**src/rtl/decode_writeback.sv**
```systemverilog
// decode_writeback: Y86-64 decode/writeback stage.
// Holds the 15-entry register file (two write ports: valE and valM),
// decodes srcA/srcB/dstE/dstM from the fetched icode, and registers one
// packet per cycle toward execute. Tracks the run state RUN/HALT/ERR.
// Optional macro WB_BYPASS_EN: same-cycle writeback data is forwarded to
// the read ports (valM over valE). Without it, reads see the pre-write value.
// Handshake: a packet is accepted at a rising edge when in_valid=1, stall=0,
// bubble=0 and the state is RUN; out_valid marks a packet execute must run.
module decode_writeback #(
   parameter int WIDTH   = 64,
   parameter int RSP_ID  = 4,
   parameter int NONE_ID = 15
) (
   input  logic             clk,
   input  logic             rst_n,
   input  logic             in_valid,
   input  logic             stall,
   input  logic             bubble,
   input  logic [3:0]       icode,
   input  logic [3:0]       ifun,
   input  logic [3:0]       rA,
   input  logic [3:0]       rB,
   input  logic [WIDTH-1:0] valC,
   input  logic [WIDTH-1:0] valP,
   input  logic [3:0]       wb_dstE,
   input  logic [WIDTH-1:0] wb_valE,
   input  logic [3:0]       wb_dstM,
   input  logic [WIDTH-1:0] wb_valM,
   output logic             out_valid,
   output logic [3:0]       e_icode,
   output logic [3:0]       e_ifun,
   output logic [WIDTH-1:0] e_valC,
   output logic [WIDTH-1:0] e_valA,
   output logic [WIDTH-1:0] e_valB,
   output logic [3:0]       e_dstE,
   output logic [3:0]       e_dstM,
   output logic [1:0]       stat
);

   localparam logic [3:0] L_RSP  = 4'(RSP_ID);
   localparam logic [3:0] L_NONE = 4'(NONE_ID);

   localparam logic [3:0] IC_HALT   = 4'h0;
   localparam logic [3:0] IC_NOP    = 4'h1;
   localparam logic [3:0] IC_RRMOVQ = 4'h2;
   localparam logic [3:0] IC_IRMOVQ = 4'h3;
   localparam logic [3:0] IC_RMMOVQ = 4'h4;
   localparam logic [3:0] IC_MRMOVQ = 4'h5;
   localparam logic [3:0] IC_OPQ    = 4'h6;
   localparam logic [3:0] IC_JXX    = 4'h7;
   localparam logic [3:0] IC_CALL   = 4'h8;
   localparam logic [3:0] IC_RET    = 4'h9;
   localparam logic [3:0] IC_PUSHQ  = 4'hA;
   localparam logic [3:0] IC_POPQ   = 4'hB;

   typedef enum logic [1:0] {
      ST_RUN  = 2'd0,
      ST_HALT = 2'd1,
      ST_ERR  = 2'd2
   } state_t;

   state_t           r_state;
   logic [WIDTH-1:0] r_regs [0:14];

   logic [3:0]       w_srcA;
   logic [3:0]       w_srcB;
   logic [3:0]       w_dstE;
   logic [3:0]       w_dstM;
   logic [WIDTH-1:0] w_rd_a;
   logic [WIDTH-1:0] w_rd_b;
   logic [WIDTH-1:0] w_valA;

   assign stat = r_state;

   // Register-file read; "none" reads as zero, optional same-cycle forwarding.
   function automatic logic [WIDTH-1:0] f_read(input logic [3:0] idx);
      logic [WIDTH-1:0] v;
      v = '0;
      if (idx != L_NONE && idx != 4'hF) begin
`ifdef WB_BYPASS_EN
         if (idx == wb_dstM)
            v = wb_valM;
         else if (idx == wb_dstE)
            v = wb_valE;
         else
            v = r_regs[idx];
`else
         v = r_regs[idx];
`endif
      end
      return v;
   endfunction

   // Decode source and destination register indices from icode.
   always_comb begin
      w_srcA = L_NONE;
      w_srcB = L_NONE;
      w_dstE = L_NONE;
      w_dstM = L_NONE;
      case (icode)
         IC_RRMOVQ, IC_RMMOVQ, IC_OPQ, IC_PUSHQ: w_srcA = rA;
         IC_RET, IC_POPQ:                        w_srcA = L_RSP;
         default:                                w_srcA = L_NONE;
      endcase
      case (icode)
         IC_RMMOVQ, IC_MRMOVQ, IC_OPQ:           w_srcB = rB;
         IC_CALL, IC_RET, IC_PUSHQ, IC_POPQ:     w_srcB = L_RSP;
         default:                                w_srcB = L_NONE;
      endcase
      case (icode)
         IC_RRMOVQ, IC_IRMOVQ, IC_OPQ:           w_dstE = rB;
         IC_CALL, IC_RET, IC_PUSHQ, IC_POPQ:     w_dstE = L_RSP;
         default:                                w_dstE = L_NONE;
      endcase
      case (icode)
         IC_MRMOVQ, IC_POPQ:                     w_dstM = rA;
         default:                                w_dstM = L_NONE;
      endcase
   end

   // Read ports and valA selection (jXX and call carry valP in valA).
   always_comb begin
      w_rd_a = f_read(w_srcA);
      w_rd_b = f_read(w_srcB);
      if (icode == IC_JXX || icode == IC_CALL)
         w_valA = valP;
      else
         w_valA = w_rd_a;
   end

   // Writeback into the register file; valM wins on a shared destination.
   always_ff @(posedge clk or negedge rst_n) begin
      if (!rst_n) begin
         for (int i = 0; i < 15; i++)
            r_regs[i] <= '0;
      end else begin
         for (int i = 0; i < 15; i++) begin
            if (wb_dstM == 4'(i) && wb_dstM != L_NONE)
               r_regs[i] <= wb_valM;
            else if (wb_dstE == 4'(i) && wb_dstE != L_NONE)
               r_regs[i] <= wb_valE;
         end
      end
   end

   // Run-state FSM and execute pipeline register (stall > bubble > capture).
   always_ff @(posedge clk or negedge rst_n) begin
      if (!rst_n) begin
         r_state   <= ST_RUN;
         out_valid <= 1'b0;
         e_icode   <= IC_NOP;
         e_ifun    <= '0;
         e_valC    <= '0;
         e_valA    <= '0;
         e_valB    <= '0;
         e_dstE    <= L_NONE;
         e_dstM    <= L_NONE;
      end else if (stall) begin
         // Everything holds.
      end else if (bubble) begin
         out_valid <= 1'b0;
         e_icode   <= IC_NOP;
         e_ifun    <= '0;
         e_valC    <= '0;
         e_valA    <= '0;
         e_valB    <= '0;
         e_dstE    <= L_NONE;
         e_dstM    <= L_NONE;
      end else if (in_valid && r_state == ST_RUN) begin
         e_icode   <= icode;
         e_ifun    <= ifun;
         e_valC    <= valC;
         e_valA    <= w_valA;
         e_valB    <= w_rd_b;
         e_dstE    <= w_dstE;
         e_dstM    <= w_dstM;
         // An invalid instruction is never handed to execute.
         out_valid <= (icode <= IC_POPQ);
         if (icode == IC_HALT)
            r_state <= ST_HALT;
         else if (icode > IC_POPQ)
            r_state <= ST_ERR;
      end else begin
         out_valid <= 1'b0;
      end
   end

endmodule

```
**config.mk**
```make
export PLATFORM = sky130hd
export DESIGN_NAME = decode_writeback
export DESIGN_NICKNAME = d
export VERILOG_FILES = /design/src/rtl/decode_writeback.sv
export SDC_FILE = /design/constraint.sdc
export NUM_CORES = 2
export LEC_CHECK = 0
export BUFFER_PORTS_ARGS = -buffer_cell sky130_fd_sc_hd__buf_2
export CAP_MARGIN = 5
export CORE_UTILIZATION = 54
export DETAILED_ROUTE_END_ITERATION = 6
export GPL_TIMING_DRIVEN = 0
export PLACE_DENSITY_LB_ADDON = 0.05
export SLEW_MARGIN = 30
export SYNTH_ARGS = -nofsm -noshare
export SYNTH_HDL_FRONTEND = slang
export SYNTH_SLANG_ARGS = --single-unit
export TNS_END_PERCENT = 20
```
**constraint.sdc**
```tcl
create_clock -name clk -period 2.3 [get_ports clk]
set_clock_uncertainty 0.1 [all_clocks]
set_input_delay 0.46 -clock clk [delete_from_list [all_inputs] [get_ports clk]]
set_output_delay 0.46 -clock clk [all_outputs]
set_load 0.01 [all_outputs]
```
* Yosys cells after proc, flatten, opt, wreduce, memory -nomap -nowiden
Cells that the tools add are included.
W data, S select, Z words.
** Storage, ports and cells
- Word-level logic and storage cells :: 196
- Flip-flop bits (word level) :: 1171
- Output and inout port bits :: 211
** Operators by class
- Muxes and demuxes :: 61
- Reduce and logical (&&, ||, !) cells :: 61
- Bitwise logic cells :: 4
- Order comparisons :: 4
- Equality and inequality tests :: 42
** Operators with widths (count)
- $mux W64 :: 43
- $bmux W64 S4 :: 2
- $eq A4 B4 Y1 const B :: 18
- $eq A4 B3 Y1 const B :: 12
- $mux W4 :: 9
- $reduce_bool A2 Y1 :: 17
- $logic_and A1 B1 Y1 :: 31
- $eq A4 B2 Y1 const B :: 6
- $pmux W4 S2 :: 3
- $ne A4 B4 Y1 const B :: 4
- $logic_not A4 Y1 :: 3
- $ge A5 B5 Y1 const B :: 2
- $not A4 Y5 :: 2
- $eq A4 B1 Y1 const B :: 2
- $reduce_or A4 Y1 :: 2
- $reduce_or A3 Y1 :: 2
- $gt A4 B4 Y1 const B :: 1
- $le A4 B4 Y1 const B :: 1
- $mux W2 :: 2
- $reduce_and A4 Y1 :: 1
- $reduce_or A2 Y1 :: 2
- $logic_not A2 Y1 :: 1
- $mux W1 :: 2
- $not A1 Y1 :: 2
- 2 further kinds :: 2

* Logic depth before layout (Yosys ltp)
- Depth in word-level cells :: 11
- Mapped depth :: 11
- Mapped depth without buffers :: 6

* Least setup slack after synthesis
Ideal clock, no wire load.
- Kind :: in2reg
- From :: input icode[0]
- To :: register e_valA[12]
- Arrival :: 2198 ps
- Data required time :: 2078 ps
- Setup time :: 122 ps
- Cell stages on the path :: 9
- Path slack :: -120 ps
- Cells stage by stage :: buf_2 -> or3b_4 -> o221ai_2 -> nor2_4 -> buf_6 -> buf_6 -> a221oi_2 -> o32ai_1 -> a32o_1
** On the way
- Cells in the longest elaborated chain, start to end :: 11
- Elaborated cells on any way between the ends :: 21
** Ends and longest elaborated chain
- from (decl) :: RTL line 19 : input logic [3:0] icode,
- $eq A4 B4 Y1, or another cell as far along :: RTL line 100 : case (icode)
- $reduce_or A4 Y1 / $reduce_or A2 Y1 (equally long branches) :: RTL line 100
- $pmux W4 S2 :: RTL line 100
- $not A4 Y5 (implied by the code) :: RTL line 88 : v = r_regs[idx];
- $bmux W64 S4 :: RTL line 88
- $mux W64 (implied by the code) (2 in series) :: RTL line 88
- $mux W64 :: RTL line 79 : if (idx != L_NONE && idx != 4'hF) begin
- $mux W64 * :: RTL line 125 : if (icode == IC_JXX || icode == IC_CALL)
- $mux W64 * :: RTL line 169 : end else if (in_valid && r_state == ST_RUN) begin
- $mux W64 * :: RTL line 160 : end else if (bubble) begin
- to (signal assigned) :: RTL line 173 : e_valA <= w_valA;
- to (decl) :: RTL line 33 : output logic [WIDTH-1:0] e_valA,
Every way passes the cells marked *; elsewhere a longest branch is shown, timed or not. The select of a mux whose other input is x is not followed.
A chain may end at the register's enable or synchronous reset.

* Final worst setup path
- From :: input wb_dstM[3]
- To :: register r_regs[696] (netlist name)
** On the way
- Cells in the longest elaborated chain, start to end :: 3
- Elaborated cells on any way between the ends :: 5
** Ends and longest elaborated chain
- from (decl) :: RTL line 27 : input logic [3:0] wb_dstM,
- $eq A4 B3 Y1 / $ne A4 B4 Y1 (equally long branches) :: RTL line 138 : if (wb_dstM == 4'(i) && wb_dstM != L_NONE)
- $logic_and A1 B1 Y1 * :: RTL line 138
- $mux W64 / $reduce_bool A2 Y1 (equally long branches)
- to (signal, indexed assignment) :: RTL line 139 : r_regs[i] <= wb_valM;
- to (signal, indexed assignment) :: RTL line 141 : r_regs[i] <= wb_valE;
- to (decl) :: RTL line 63 : logic [WIDTH-1:0] r_regs [0:14];
Every way passes the cells marked *; elsewhere a longest branch is shown, timed or not.

==> out/metrics.yaml <==
status: "complete, but fails checks"
violations: "DRC, setup timing"
insertion_delay_ns: 0.83
rows: 128
r2r_setup_slack_ns: -0.05
coreArea_um2: 123000
drt_iter0_drc: 11349
die_w_um: 354
wirelength_um: 331000
rsz0062_at_grt: "true"
synthCells: 7036
wl_per_cell_um: 34.0
regArea_um2: 29300
via_count: 68976
synthMostInstantiatedCell: "nand2_1"
grt_usage: 0.514
powerDensity_nw_per_um2: 822
r2r_end: "e_valB[40]$_DFFE_PN0P_"
worstMarginPinSlew_ns: 1.20
ys_seq_area_frac: 0.437
clock-root-buffer: "clkbuf_16"
initial_core_util: 0.547
route.antenna.remaining_nets: 0
synthToLayoutAreaGrowth_pct: 21.6
grt_pass1_vias: 65411
via_per_inst: 7.09
dieHeight_um: 354
grt_first_pass_wirelength_um: 468000
cap_violations: 0
yosys_most_used_dff: "dfrtp_1"
io_buffer_count: 493
async_reset_ff_frac: 1.00
cp.required_ns: 2.92
yosys-top-cells-count: "nand2_1, dfrtp_1, mux2i_1, o21ai_0, clkbuf_1"
yosys_warnings: 0
synth_area_um2: 67100
fin_crit_ns: 2.56
holdPathStages: 3
place_area_um2: 72900
dp_slack_ns: -2.19
crit_fanout: 10
synth-seq-cells: 1171
multiInputGateArea_um2: 35200
synth_cell_types: 61
antenna_found_initial: 39
drt-pass1-iter-count: 7
synth.top_cell.area_share: 0.434
holdPathEnd: "r_regs[176]$_DFFE_PN0P_"
clock-sinks: 1171
grt_max_degree: 116
hold_viol: 0
yosysTopAreaCell: "dfrtp_1"
fin_tns_setup_ns: -16.33
utilization: 0.666
total_power_mw: 67.1
setup_viol: 174
worstPathArrival_ns: 3.18
slew_headroom: 0.200
hold_start: "wb_valE[48]"
die-area_um2: 126000
fmax_mhz: 390
yosys-top-cells-area: "dfrtp_1, mux2i_1, nand2_1"
h-tree-depth: 4
clock_path_buffers: 3
gp_congestion: 1.03
critPathKind: "input port to flop"
rr_startpoint: "stat[1]$_DFFE_PN0P_"
avgSynthCellArea_um2: 9.53
cts_tree: "built"
fin_hold_ws_ns: 0.0138
final_layout_size_suffix_gt1_frac: 0.188
synth-edff-count: 0
route.detailed.drc: 166
fin_ws_ns: -0.264
irDropWorstVdd_uv: 930
critPathLaunchType: "input port"
path_clk_slew_ns: 0.06
slew_viol_final: 0
hp-class: "input port to flop"
p_leak_nw: 35.4
worstRegToRegCells: 9
design_area_um2: 81600
cts_buffers: 136
dp_hpwl_um: 235000
endpoint_kind: "flop"
fin_nets: 8248
ios: 496
grt_overflow: 0
synthesis.nets: 7321
fin_cells: 9727
fillCellCount: 10024
fin_crit_sh: 1.11
dp_cells: 9205
==> layout by cell type, fill, tap and decap left out, types with 63 or more instances in the layout <==
| cell type | count |
|---|---|
| dlygate4sd3_1 | 210 |
| clkbuf_2 | 123 |
| a221oi_1 | 254 |
| buf_2 | 653 |
| buf_4 | 71 |
| nand3_1 | 66 |
| clkbuf_16 | 143 |
| a31oi_1 | 64 |
| mux2_2 | 64 |
| a32o_1 | 64 |
| mux2i_1 | 1152 |
| nand2_1 | 1231 |
| o21ai_0 | 855 |
| a21oi_1 | 324 |
| a22o_1 | 71 |
| dfrtp_1 | 1162 |
| clkbuf_1 | 389 |
| a221oi_2 | 64 |
| o221ai_1 | 64 |
| mux4_2 | 64 |
| a222oi_1 | 63 |
| nor2_1 | 270 |
| and3_1 | 127 |
==> cell families after synthesis <==
group           Yosys count  synth area share
compound gates         2029             0.200
simple gates           1766             0.107
mux                    1280             0.204
flops                  1171             0.437
buf+inv                 790            0.0511
==> power breakdown <==
group | switching, mW | internal, mW | leakage, nW | total, mW
Clock | 9.57 | 13.7 | 2.31 | 23.3
Sequential | 4.13 | 24.8 | 14.3 | 28.9
Combinational | 8.63 | 6.21 | 18.8 | 14.8
Total | 22.3 | 44.8 | 35.4 | 67.1
==> sequential cells by signal, summed over array words and instances (netlist names) <==
signal / count
e_dstM: 4
e_dstE: 4
out_valid: 1
r_regs: 960
e_icode: 4
stat: 2
e_valB: 64
e_valA: 64
e_ifun: 4
e_valC: 64
==> cell type report <==
| class | instances | area share |
|---|---|---|
| multi-input combinational | 5076 | 0.431 |
| sequential | 1171 | 0.359 |
| timing repair buffer | 797 | 0.0767 |
| buffer | 778 | 0.0497 |
| clock buffer | 191 | 0.0492 |
| tap | 1625 | 0.0249 |
| clock inverter | 47 | 0.00801 |
| antenna | 39 | 0.00120 |
| inverter | 3 | 0.000138 |
==> worst max-delay path: stages <==
cell and delay [ns]:
buf_2 0.15, nand2b_1 0.20, nor3_1 0.37, clkbuf_2 0.51, clkbuf_1 0.67, clkbuf_1 0.57, nand2_1 0.12, o21ai_0 0.11
==> worst max-delay path by stage <==
stage / start / endpoint / slack, ns
finish: wb_dstM[3] / r_regs[696]$_DFFE_PN0P_ / -0.26
global route: wb_dstM[0] / r_regs[942]$_DFFE_PN0P_ / -0.18
CTS: stat[0]$_DFFE_PN0P_ / e_valB[12]$_DFFE_PN0P_ / -0.08
detailed placement: icode[1] / e_valB[48]$_DFFE_PN0P_ / -2.19
global placement: rst_n / r_regs[231]$_DFFE_PN0P_ / -26.14
floorplan: icode[1] / e_valB[13]$_DFFE_PN0P_ / -0.06
==> routing by layer <==
metal | vias to the layer above | share of wire | track usage
li1 | 27789 | - | -
met1 | 33772 | 0.36 | 0.635
met2 | 5844 | 0.42 | 0.729
met3 | 1518 | 0.14 | 0.195
met4 | 53 | 0.088 | 0.388
met5 | - | 0.0016 | 0.00491
==> repair_timing <==
item,4_1_cts,5_1_grt
pin swaps,10,8
cloned,5,1
hold buffers,218,0
endpoints found under the hold margin,957,0
buffers inserted,25,7
endpoints found under the setup margin,392,293
gates resized for setup,260,224
Power figures use the tool's default switching activity.
